### src/rtl/pc_fetch_unit.sv
// LEGv8 program-counter and instruction-fetch stage: next-PC selection plus a
// req/ready fetch handshake. Optional misaligned-BR trap under PC_ALIGN_CHECK_EN.
module pc_fetch_unit #(
  parameter int unsigned                ADDR_WIDTH = 64,
  parameter logic [ADDR_WIDTH-1:0]      RESET_PC   = '0
) (
  input  logic                  clk,
  input  logic                  reset,
  input  logic [1:0]            branch,
  input  logic [ADDR_WIDTH-1:0] branch_offset,
  input  logic [ADDR_WIDTH-1:0] alu_out,
  input  logic                  advance,
  output logic                  imem_req,
  output logic [ADDR_WIDTH-1:0] imem_addr,
  input  logic                  imem_ready,
  input  logic [31:0]           imem_rdata,
  output logic [31:0]           instr,
  output logic                  instr_valid,
  output logic [ADDR_WIDTH-1:0] instr_pc,
  output logic [ADDR_WIDTH-1:0] pc_plus4,
  output logic                  align_fault
);

  typedef enum logic [1:0] {
    IDLE  = 2'b00,
    REQ   = 2'b01,
    HOLD  = 2'b10,
    FAULT = 2'b11
  } state_t;

  typedef enum logic [1:0] {
    NOOP     = 2'b00,
    PCBRANCH = 2'b01,
    PCALUOUT = 2'b10,
    RESERVED = 2'b11
  } branch_t;

  localparam logic [ADDR_WIDTH-1:0] WORD_BYTES = ADDR_WIDTH'(4);

  state_t                  state;
  state_t                  state_next;
  logic [ADDR_WIDTH-1:0]   pc;
  logic [ADDR_WIDTH-1:0]   pc_next;
  logic [ADDR_WIDTH-1:0]   seq_pc;
  logic [ADDR_WIDTH-1:0]   rel_pc;
  logic [ADDR_WIDTH-1:0]   ind_pc;
  logic                    ind_misaligned;
  branch_t                 branch_sel;

  assign branch_sel = branch_t'(branch);
  assign seq_pc     = instr_pc + WORD_BYTES;
  // Shift discards the top two offset bits; sum wraps silently.
  assign rel_pc     = instr_pc + (branch_offset << 2);

`ifdef PC_ALIGN_CHECK_EN
  assign ind_pc         = alu_out;
  assign ind_misaligned = (alu_out[1:0] != 2'b00);
`else
  assign ind_pc         = alu_out & ~ADDR_WIDTH'(3);
  assign ind_misaligned = 1'b0;
`endif

  always_comb begin
    state_next = state;
    pc_next    = pc;
    unique case (state)
      IDLE: state_next = REQ;
      REQ: begin
        if (imem_ready) begin
          state_next = HOLD;
        end
      end
      HOLD: begin
        if (advance) begin
          state_next = REQ;
          unique case (branch_sel)
            PCBRANCH: pc_next = rel_pc;
            PCALUOUT: begin
              if (ind_misaligned) begin
                state_next = FAULT;
              end else begin
                pc_next = ind_pc;
              end
            end
            default:  pc_next = seq_pc;
          endcase
        end
      end
      FAULT: state_next = FAULT;
      default: state_next = IDLE;
    endcase
  end

  always_ff @(posedge clk or negedge reset) begin
    if (!reset) begin
      state    <= IDLE;
      pc       <= RESET_PC;
      instr    <= '0;
      instr_pc <= RESET_PC;
    end else begin
      state <= state_next;
      pc    <= pc_next;
      if (state == REQ && imem_ready) begin
        instr    <= imem_rdata;
        instr_pc <= pc;
      end
    end
  end

  assign imem_req    = (state == REQ);
  assign imem_addr   = pc;
  assign instr_valid = (state == HOLD);
  assign pc_plus4    = instr_pc + WORD_BYTES;

`ifdef PC_ALIGN_CHECK_EN
  assign align_fault = (state == FAULT);
`else
  assign align_fault = 1'b0;
`endif

endmodule

### config.mk
export PLATFORM = sky130hd
export DESIGN_NAME = pc_fetch_unit
export DESIGN_NICKNAME = d
export VERILOG_FILES = /design/src/rtl/pc_fetch_unit.sv
export SDC_FILE = /design/constraint.sdc
export NUM_CORES = 1
export LEC_CHECK = 0
export CORE_MARGIN = 4
export CORE_UTILIZATION = 51
export CTS_CLUSTER_DIAMETER = 80
export DETAILED_ROUTE_END_ITERATION = 12
export PLACE_DENSITY = 0.88
export SYNTH_ARGS = -nofsm -noshare
export SYNTH_HDL_FRONTEND = slang
export SYNTH_SLANG_ARGS = --single-unit
### constraint.sdc
create_clock -name clk -period 7 [get_ports clk]
set_input_delay 0.7 -clock clk [delete_from_list [all_inputs] [get_ports clk]]
set_output_delay 0.7 -clock clk [all_outputs]
set_load 0.05 [all_outputs]
==> out/qor.csv <==
metric,value,unit
powerDensity,521,nW/um2
ios,393,
cts_buffers,17,
period_needed,5.01,ns
grt_pass1_vias,12400,
post_cts_resize_count,0,
setup_viol,0,
finalHoldViolCount,0,
cts_tree,built,
gp_congestion,1.03,
seq_area_frac_synth,34.1,%
dpl.cell_count,1939,
regArea,4050,um2
viasPerCell,6.25,
multi_input_comb_area,7410,um2
yosysTopAreaCell,dfrtp_1,
synth_ff_type,dfrtp_1,
die_h,161,um
rsz0062_at_grt,no,
final_nets,1876,
wire_per_inst,22.7,um
synth_cells,1307,
num_rows,55,
postCtsSetupBuffers,0,
drt_iter0_drc,1033,
htreeDepth,4,
root_buffer,clkbuf_16,
synth-seq-cells,162,
r2r_slack,3.22,ns
synth_area_leaders,"dfrtp_1 (34%), mux2_2 (9.1%), ha_1 (6.7%), xnor2_1 (5.5%), nand2_1 (4.0%)",
crit_arrival,4.31,ns
initial_utilization,52.2,%
slowest_stage,clkdlybuf4s50_1,
r2r_start,instr_pc[2]$_DFFE_PN0P_,
firstDrtPassIters,5,
yosys.area.top_type_share,34.1,%
avgSynthCellArea,9.10,um2
worstSkewPairLatency,0.44,ns
gr-total-overflow,0,
path_cells,"nand4_2, nor3_1, nand4_1, nor2_1, nand2_1, nor2_1, xor2_1, clkdlybuf4s50_1",
slowest_delay,0.91,ns
cts_num_sinks,162,
status,finished clean,
grt_max_degree,76,
slew_viol_final,0,
fmax,200,MHz
via_count,12300,
min-delay-path-class,in2async,
slew_headroom,26.6,%
synth_cell_types,77,
port_buffers,387,
drive_above_1_share,10.4,%
drt-total-wl,44.8,mm
stdcell_count,1973,
n_fill_cell,1649,
cp-end-kind,output port,
start_kind,register,
worst_path_most_repeated_cell,nor2_1,
rr_worst_depth,13,
synth_area,11900,um2
grt.total_usage,33.4,%
die_w,161,um
hold_buffers,0,
areaGrowthSynthToFinish,39.1,%
whs,0.204,ns
dieArea,25800,um2
cp.required,6.30,ns
coreArea,22800,um2
dpl.hpwl,33.2,mm
worst_slew_pin_slew,1.10,ns
maxCapViolCount,0,
clk_path_buf_depth,2,
route.detailed.drc,0,
synthArstFlopShare,100,%
min_period_over_period,71.6,%
worstPathMaxFanout,7,
crit_type,reg2out,
setup_tns,0,ns
grt_pass1_wl,69.1,mm
skew,0.0140,ns
vdd_drop_max,0.372,mV
yosys_warnings,0,
final_antenna_net_count,0,
antenna_found_initial,3,
synth_edf_count,0,
path_clk_slew,0.08,ns
reg2reg_to,imem_addr[34]$_DFFE_PN0P_,
leakage,6.93,nW
syn-num-nets,1538,
synthesized netlist by cell type (all sizes together) (6+ instances only):
| cell type | number |
|---|---|
| dfrtp | 162 |
| nand2 | 127 |
| nor2 | 107 |
| mux2 | 96 |
| a21oi | 87 |
| xnor2 | 74 |
| ha | 64 |
| o21ai | 60 |
| clkbuf | 54 |
| a221oi | 46 |
| xor2 | 40 |
| nand4 | 36 |
| nand3 | 33 |
| a21o | 30 |
| inv | 28 |
| o31ai | 27 |
| o22ai | 26 |
| buf | 25 |
| and3 | 24 |
| o21a | 19 |
| nor3 | 15 |
| a31oi | 12 |
| nor2b | 12 |
| and2 | 7 |
| o211ai | 7 |
| o21bai | 7 |
| a211oi | 6 |
| a21boi | 6 |
| nand2b | 6 |
| nor4 | 6 |
layout by cell type (no fill, tap or decap), types with 5 or more instances in the layout:
cell and n:
o21bai_1 7, nand2_1 126, and3_1 24, nor3_1 14, ha_1 62, and2_1 6
o21ai_1 8, clkdlybuf4s50_1 386, clkbuf_16 17, a211oi_1 6, o22ai_1 26, mux2_2 96
nand3_1 30, xnor2_1 74, o21ai_0 52, nand4_1 35, o21a_1 17, nor2b_1 11
a221oi_1 46, nand2b_1 6, a22o_1 5, o31ai_1 26, o211ai_1 5, buf_4 11
a21oi_1 84, dfrtp_1 162, a21o_1 30, clkinv_8 5, nor2_1 107, a31oi_1 11
xor2_1 40, inv_1 28
kinds of logic after synthesis:
group,Yosys count,synth area share [%]
xor gates and xnor gates,114,8.40
buffers and inverters,107,3.67
AOI/OAI and AO/OA,368,21.5
other,1,0.0315
and+or+nand+nor,390,16.0
DFF,162,34.1
muxes,100,9.43
adders and majority gates,65,6.90
final cells by class:
type | count | share of cell area, %
Antenna cell | 2 | 0.0303
Clock buffer | 17 | 2.57
Clock inverter | 15 | 1.13
Inverter | 28 | 0.636
Multi-Input combinational cell | 1038 | 44.8
Sequential cell | 162 | 24.5
Tap cell | 313 | 2.37
Timing Repair Buffer | 398 | 23.9
power by group:
part | internal [mW] | leakage (nW) | total (mW) | switching, mW
sequential | 1.35 | 1.99 | 1.83 | 0.482
clock | 0.488 | 0.296 | 0.978 | 0.491
combinational | 2.07 | 4.64 | 5.81 | 3.74
total | 3.90 | 6.93 | 8.61 | 4.71
metrics by stage:
| stage | power, mW | setup slack, ns | utilization, % | instance area [um2] |
|---|---|---|---|---|
| 2_1_floorplan | 5.67 | 3.27 | - | 11900 |
| 3_3_place_gp | 7.47 | 2.63 | 69.9 | 15900 |
| 3_5_place_dp | 7.57 | 2.62 | 69.9 | 15900 |
| 4_1_cts | 8.57 | 2.15 | 72.6 | 16500 |
| 5_1_grt | 9.00 | 1.92 | 72.6 | 16500 |
| 6_report | 8.61 | 1.99 | 72.6 | 16500 |
layer usage:
layer | track usage (%) | part of all wire (%) | vias up
li1 | - | - | 5505
met1 | 42.5 | 38 | 5875
met2 | 54.3 | 46 | 815
met3 | 7.83 | 11 | 132
met4 | 15.5 | 4.6 | 2
met5 | 0 | 0.045 | -
state kept, by name, indices dropped and copies added (netlist names):
name / count
state: 2
instr_pc: 64
instr: 32
imem_addr: 64
worst max-delay path: cells and delay by family (launching register included):
| family | cells | cell delay, ns |
|---|---|---|
| xor+xnor | 1 | 0.26 |
| buf+inv | 1 | 0.91 |
| flops | 1 | 0.51 |
| simple gates | 6 | 2.21 |
how the worst max path moves through the flow:
stage,endpoint,start,cells after the start
floorplan,pc_plus4[56],instr_pc[5]$_DFFE_PN0P_,8
global placement,pc_plus4[36],instr_pc[19]$_DFFE_PN0P_,8
detailed placement,imem_addr[44]$_DFFE_PN0P_,branch_offset[0],14
CTS,pc_plus4[36],instr_pc[18]$_DFFE_PN0P_,8
global route,pc_plus4[61],instr_pc[18]$_DFFE_PN0P_,8
finish,pc_plus4[36],instr_pc[19]$_DFFE_PN0P_,8
(Power assumes the default switching activity.)
